### src/rtl/memory_bus_arbiter.sv
// memory_bus_arbiter: shares one single-port memory bus between a core's
// instruction port (I) and data port (D). Round-robin arbitration, one
// transaction in flight at a time, combinational response routing to the
// granted port. A watchdog aborts a transaction if the memory never answers.

module memory_bus_arbiter #(
    parameter int unsigned           ADDR_WIDTH     = 32,
    parameter int unsigned           DATA_WIDTH     = 32,
    parameter int unsigned           TIMEOUT_CYCLES = 1024,
    parameter logic [DATA_WIDTH-1:0] TIMEOUT_DATA   = 32'hDEADBEEF
) (
    input  logic                  clk,
    input  logic                  reset,
    // instruction port
    input  logic                  i_read,
    input  logic                  i_write,
    input  logic [ADDR_WIDTH-1:0] i_address,
    input  logic [DATA_WIDTH-1:0] i_write_data,
    output logic [DATA_WIDTH-1:0] i_read_data,
    output logic                  i_response,
    // data port
    input  logic                  d_read,
    input  logic                  d_write,
    input  logic [ADDR_WIDTH-1:0] d_address,
    input  logic [DATA_WIDTH-1:0] d_write_data,
    output logic [DATA_WIDTH-1:0] d_read_data,
    output logic                  d_response,
    // memory side
    output logic                  mem_read,
    output logic                  mem_write,
    output logic [ADDR_WIDTH-1:0] mem_address,
    output logic [DATA_WIDTH-1:0] mem_write_data,
    input  logic [DATA_WIDTH-1:0] mem_read_data,
    input  logic                  mem_response,
    // status
    output logic [1:0]            grant,
    output logic                  bus_error
);

    typedef enum logic [0:0] {
        ST_IDLE = 1'b0,
        ST_BUSY = 1'b1
    } state_t;

    // Watchdog compare value; a zero TIMEOUT_CYCLES disables the watchdog.
    localparam bit          TIMEOUT_EN   = (TIMEOUT_CYCLES != 32'd0);
    localparam logic [15:0] TIMEOUT_LAST = TIMEOUT_EN ? 16'(TIMEOUT_CYCLES - 32'd1) : 16'd0;

    state_t                r_state;
    logic                  r_mem_read;
    logic                  r_mem_write;
    logic [ADDR_WIDTH-1:0] r_mem_address;
    logic [DATA_WIDTH-1:0] r_mem_write_data;
    logic [1:0]            r_grant;
    logic                  r_last_grant_d;   // 1: D owned the bus last, so I wins the next tie
    logic                  r_bus_error;
    logic [15:0]           r_count;

    state_t                w_state_nxt;
    logic                  w_mem_read_nxt;
    logic                  w_mem_write_nxt;
    logic [ADDR_WIDTH-1:0] w_mem_address_nxt;
    logic [DATA_WIDTH-1:0] w_mem_write_data_nxt;
    logic [1:0]            w_grant_nxt;
    logic                  w_last_grant_d_nxt;
    logic                  w_bus_error_nxt;
    logic [15:0]           w_count_nxt;

    logic                  w_req_i;
    logic                  w_req_d;
    logic                  w_pick_d;
    logic                  w_timeout;
    logic                  w_done;
    logic [DATA_WIDTH-1:0] w_rdata;

    assign w_req_i  = i_read | i_write;
    assign w_req_d  = d_read | d_write;
    // D wins only when I is not requesting or I owned the bus last.
    assign w_pick_d = w_req_d & (~w_req_i | ~r_last_grant_d);

    // mem_response takes priority over the watchdog in the same cycle.
    assign w_timeout = (r_state == ST_BUSY) && !mem_response && TIMEOUT_EN
                       && (r_count == TIMEOUT_LAST);
    assign w_done    = (r_state == ST_BUSY) && (mem_response || w_timeout);
    assign w_rdata   = w_timeout ? TIMEOUT_DATA : mem_read_data;

    assign i_response     = w_done & r_grant[0];
    assign d_response     = w_done & r_grant[1];
    assign i_read_data    = w_rdata;
    assign d_read_data    = w_rdata;
    assign mem_read       = r_mem_read;
    assign mem_write      = r_mem_write;
    assign mem_address    = r_mem_address;
    assign mem_write_data = r_mem_write_data;
    assign grant          = r_grant;
    assign bus_error      = r_bus_error;

    // Next-state logic: arbitration in IDLE, completion/watchdog in BUSY.
    always_comb begin
        w_state_nxt          = r_state;
        w_mem_read_nxt       = r_mem_read;
        w_mem_write_nxt      = r_mem_write;
        w_mem_address_nxt    = r_mem_address;
        w_mem_write_data_nxt = r_mem_write_data;
        w_grant_nxt          = r_grant;
        w_last_grant_d_nxt   = r_last_grant_d;
        w_bus_error_nxt      = r_bus_error;
        w_count_nxt          = r_count;
        case (r_state)
            ST_IDLE: begin
                if (w_req_i || w_req_d) begin
                    // Read and write together is treated as a write.
                    if (w_pick_d) begin
                        w_mem_write_nxt      = d_write;
                        w_mem_read_nxt       = d_read & ~d_write;
                        w_mem_address_nxt    = d_address;
                        w_mem_write_data_nxt = d_write_data;
                        w_grant_nxt          = 2'b10;
                        w_last_grant_d_nxt   = 1'b1;
                    end else begin
                        w_mem_write_nxt      = i_write;
                        w_mem_read_nxt       = i_read & ~i_write;
                        w_mem_address_nxt    = i_address;
                        w_mem_write_data_nxt = i_write_data;
                        w_grant_nxt          = 2'b01;
                        w_last_grant_d_nxt   = 1'b0;
                    end
                    w_count_nxt = 16'd0;
                    w_state_nxt = ST_BUSY;
                end else begin
                    w_state_nxt = ST_IDLE;
                end
            end
            ST_BUSY: begin
                if (w_done) begin
                    w_mem_read_nxt  = 1'b0;
                    w_mem_write_nxt = 1'b0;
                    w_grant_nxt     = 2'b00;
                    w_state_nxt     = ST_IDLE;
                    if (w_timeout) begin
                        w_bus_error_nxt = 1'b1;
                    end else begin
                        w_bus_error_nxt = r_bus_error;
                    end
                end else begin
                    w_count_nxt = r_count + 16'd1;
                end
            end
            default: begin
                w_mem_read_nxt  = 1'b0;
                w_mem_write_nxt = 1'b0;
                w_grant_nxt     = 2'b00;
                w_state_nxt     = ST_IDLE;
            end
        endcase
    end

    // State and bus registers with synchronous active-low reset.
    always_ff @(posedge clk) begin
        if (!reset) begin
            r_state          <= ST_IDLE;
            r_mem_read       <= 1'b0;
            r_mem_write      <= 1'b0;
            r_mem_address    <= {ADDR_WIDTH{1'b0}};
            r_mem_write_data <= {DATA_WIDTH{1'b0}};
            r_grant          <= 2'b00;
            r_last_grant_d   <= 1'b1;
            r_bus_error      <= 1'b0;
            r_count          <= 16'd0;
        end else begin
            r_state          <= w_state_nxt;
            r_mem_read       <= w_mem_read_nxt;
            r_mem_write      <= w_mem_write_nxt;
            r_mem_address    <= w_mem_address_nxt;
            r_mem_write_data <= w_mem_write_data_nxt;
            r_grant          <= w_grant_nxt;
            r_last_grant_d   <= w_last_grant_d_nxt;
            r_bus_error      <= w_bus_error_nxt;
            r_count          <= w_count_nxt;
        end
    end

endmodule

### config.mk
export PLATFORM = sky130hd
export DESIGN_NAME = memory_bus_arbiter
export DESIGN_NICKNAME = d
export VERILOG_FILES = /design/src/rtl/memory_bus_arbiter.sv
export SDC_FILE = /design/constraint.sdc
export NUM_CORES = 1
export LEC_CHECK = 0
export ABC_AREA = 0
export CAP_MARGIN = 20
export CORE_AREA = 2 2 117 119
export DETAILED_ROUTE_END_ITERATION = 16
export DIE_AREA = 0 0 119 121
export PLACE_DENSITY = 0.85
export RECOVER_POWER = 100
export SLEW_MARGIN = 20
export SYNTH_ARGS = -nofsm -noshare
export SYNTH_HDL_FRONTEND = slang
export SYNTH_SLANG_ARGS = --single-unit
### constraint.sdc
create_clock -name clk -period 3.1 [get_ports clk]
set_input_delay 0.62 -clock clk [delete_from_list [all_inputs] [get_ports clk]]
set_output_delay 0.62 -clock clk [all_outputs]
set_load 0.1 [all_outputs]
After elaboration in Yosys (flattened, before gate mapping):

Index checks and enable logic that the tools add are counted.

* register bits: 87
* output and inout bits: 135
* input port bits: 167

* equal/unequal tests: 4
* reductions and logical operators: 10
* muxes and demuxes: 21
* add/sub/neg operators: 1
* bitwise operators: 13

Operators by type and width (number)
* $mux 32: 3
* $mux 16: 2
* $pmux 16 s2: 1
* $add 16x1->16 const B: 1
* $eq 16x10->1 const B: 1
* $mux 1: 8
* $mux 2: 3
* $pmux 1 s2: 3
* $reduce_and 2->1: 3
* $and 1x1->1: 5
* $not 1->1: 5
* $ne 2x2->1 const B: 2
* $pmux 2 s2: 1
* $logic_and 1x1->1: 3
* $or 1x1->1: 3
* $reduce_and 3->1: 1
* $logic_or 1x1->1: 2
* $ne 2x1->1 const B: 1
* $logic_not 1->1: 1

Depth between registers and ports, before layout:

* depth in word-level cells: 7
* mapped depth: 7

Worst setup path after synthesis:

OpenSTA, ideal clock, no wires.

* path kind: flip-flop to output port
* start point: register r_count[0]
* end point: output port i_read_data[17]
* arrival: 3070 ps
* stages on the path, launching flop included: 8
* path slack: -590 ps
* data required time: 2480 ps
* cell sequence: dfxtp_1 > ha_1 > nand4_1 > nor4_1 > and2_2 > buf_2 > nor2b_1 > buf_4

* longest elaborated chain between the ends: 3

RTL lines
* start: declaration: RTL line 57 `logic [15:0] r_count;`
* start signal: assignment: RTL line 179 `r_count <= w_count_nxt;`
* $eq 16x10->1: RTL line 83 `&& (r_count == TIMEOUT_LAST);`
* $logic_and 1x1->1: RTL line 83
* $mux 32: RTL line 85 `assign w_rdata = w_timeout ? TIMEOUT_DATA : mem_read_data;`
* end: declaration: RTL line 19 `output logic [DATA_WIDTH-1:0] i_read_data,`

Every way passes these cells.

Worst setup path in the final report:

* start point: register r_count[11]
* end point: output port i_read_data[3]

The elaborated chain is that of the path after synthesis.

==> flow_metrics.tcl <==
set metrics [dict create \
    status "finished, final reports clean" \
    placedCellCount 909 \
    antenna_found_initial 1 \
    p_sw_share_pct 43.30 \
    synth-xor-area-share_pct 0 \
    io_pins 302 \
    yosys.area.top_type_share_pct 41.05 \
    ant_nets 0 \
    gp_congestion 0.8205 \
    numCtsBuffers 9 \
    p_switching_uw 1838 \
    grt_pass1_wl_um 24270 \
    drv_cap 0 \
    ys_ff_latch 87 \
    worst_pin_slew_ns 1.339 \
    synth_mux_area_share_pct 9.673 \
    required_ns 2.48 \
    grt_max_degree 83 \
    synth_area_leaders "dfxtp_1 (41%), mux2i_1 (9.7%), nor2_1 (7.9%)" \
    power_frac_seq_pct 29.9 \
    hpwl_um 12390 \
    yosysWarnings 0 \
    yosys.area.top_type "dfxtp_1" \
    synthToLayoutAreaGrowth_pct 84.64 \
    route.detailed.wl_per_inst_um 16.81 \
    fin_crit_sh_pct 95.63 \
    synth_common_cells "nor2_1 (89), dfxtp_1 (87), a211oi_1 (41), mux2i_1 (41), buf_4 (34)" \
    syn_inst 488 \
    clock.fmax_ghz 0.3373 \
    power_frac_clock_pct 24.9 \
    synth.most_common_cell "nor2_1" \
    ir_drop_uv 270.4 \
    grt_pass1_vias 4606 \
    synth_edf_count 0 \
    setup_violations 0 \
    regToRegSetupSlack_ns 0.45 \
    dieArea_um2 14400 \
    hp-class "reg2reg" \
    async_flop_share_pct 0 \
    grt_overflow_total 0 \
    port_buffers 301 \
    cts.sinks 87 \
    ys.flop_type "dfxtp_1" \
    via_count 4673 \
    insertion_delay_ns 0.33 \
    slew_viol_final 0 \
    drc 0 \
    synthAdderAreaFrac_pct 0.2949 \
    die_x_um 119 \
    rsz0062_at_grt "no" \
    hold_viol_final 0 \
    clock_skew_ns 0.005394 \
    track_usage_pct 21.33 \
    clkSlewWorstSetupHoldPaths_ns 0.06 \
    synthesis.area_um2 4243 \
    yosysSeqAreaShare_pct 41.05 \
    hold_slack_ns 0.4755 \
    cellLeakagePower_uw 0.003157 \
    finalWirelength_um 15580 \
    cts_hold_buffers 0 \
    final_nets 915 \
    cts_root_buffer "clkbuf_16" \
    critical_path_class "reg2out" \
    fin_tns_setup_ns 0 \
    drt_pass1_iterations 8 \
    cts_max_level 3 \
    drive_gt1_share_pct 17.20 \
    synth_top_family_by_area "simple AND/OR/NAND/NOR gates" \
    crit_path_end_kind "output pin" \
    crit_path_start_kind "flip-flop" \
    crit_arrival_ns 2.34 \
    clk_path_buf_depth 2 \
    synth.distinct_cells 41 \
    initial_core_util_pct 32.42 \
    synth_simple_gate_area_share_pct 19.67 \
    comb_power_share_pct 45.2 \
    via_per_inst 5.041 \
    synth_compound_area_share_pct 19.52 \
    synth_area_per_cell_um2 8.694 \
    p_int_uw 2406 \
    syn-num-nets 656 \
    power.density_nw_per_um2 541.8 \
    fin_cells 927 \
    core_area_um2 13090 \
    first_iter_violations 344 \
    rows 42 \
    period_minus_slack_ns 2.964 \
    die_h_um 121 \
    path_max_fanout 23 \
    slew_headroom_pct 10.75 \
    cts_tree "yes" \
]
## area by class of cell
class	count	area, um2
antenna	1	2.502
clock buffer	10	239.0
tap	176	220.2
fill	1094	5251
inverter	4	15.01
clock inverter	4	47.55
multi-input combinational	327	2170
sequential	87	1742
timing repair buffer	318	3398
## cell usage in the layout (no fill, tap or decap), drive strengths merged
cell	n
a21oi	12
inv	4
and2	3
buf	81
nand4bb	1
dfxtp	87
nor3	7
bufinv	1
ha	1
o21a	1
or2	24
o41ai	1
mux2i	41
dlygate4sd3	2
a222oi	23
clkinvlp	1
o22ai	2
a21o	1
or4b	1
nand4	3
clkinv	2
and4	1
and3	3
a211oi	41
clkbuf	81
clkdlybuf4s50	164
o221a	2
nor2	89
nor2b	9
a31oi	6
a311oi	6
diode	1
or4	2
nand2	24
nor4	1
o21bai	1
nand2b	3
nand3	7
o21ai	11
## what timing repair did
action                                  CTS  global route
resized for setup                         2             2
setup buffers                             0             3
endpoints found under the setup margin   36            40
pin swaps                                 0             2
## worst max-delay path, cell delays in order (launching register included)
cell     delay (ns)
dfxtp_1        0.36
or4_4          0.57
nor4_4         0.30
and2_4         0.23
buf_12         0.16
or2_2          0.19
buf_12         0.19
## power groups by stage
stage / clock network [uW] / registers, uW / logic, uW
after floorplan: 0 / 1960 / 692
after global placement: 0 / 1290 / 2000
after detailed placement: 0 / 1290 / 2010
after CTS: 1080 / 1270 / 2010
after global routing: 1140 / 1280 / 1990
final: 1060 / 1270 / 1920
## stage by stage
| step | utilization [%] | area [um2] | power (uW) | setup WS, ns |
|---|---|---|---|---|
| floorplan | - | 4295 | 2651 | -0.5897 |
| global placement | 59.58 | 7796 | 3283 | 0.3283 |
| detailed placement | 59.58 | 7796 | 3304 | 0.2778 |
| CTS | 61.83 | 8090 | 4361 | 0.04451 |
| global route | 59.87 | 7834 | 4407 | 0.006688 |
| finish | 59.87 | 7834 | 4244 | 0.1356 |
## routing by layer
layer	up-vias	global-route usage [%]	routed length, um
met1	2124	22.89	5503
met5	-	0	0
met2	263	39.08	8191
met3	22	7.143	1496
li1	2264	-	-
met4	0	7.366	392
## path summary, 6_finish.rpt
kind / depth (start not counted) / endpoint / from
worst max-delay path: 6 / i_read_data[3] / r_count[11]
worst min-delay path: 1 / r_count[15] / r_count[15]
worst max register to register: 7 / r_count[13] / r_count[0]
worst min register to register: 1 / r_count[15] / r_count[15]
## cell families after synthesis
group | after synthesis
simple gates | 178
compound gates | 107
flops | 87
buf+inv | 74
mux | 41
fa+ha+maj | 1
## sequential cells by signal (all words and copies together) (netlist names)
signal	count
grant	2
mem_read	1
r_state	1
mem_write	1
r_last_grant_d	1
bus_error	1
mem_address	32
mem_write_data	32
r_count	16
No activity file was read; power rests on OpenSTA's default activity.
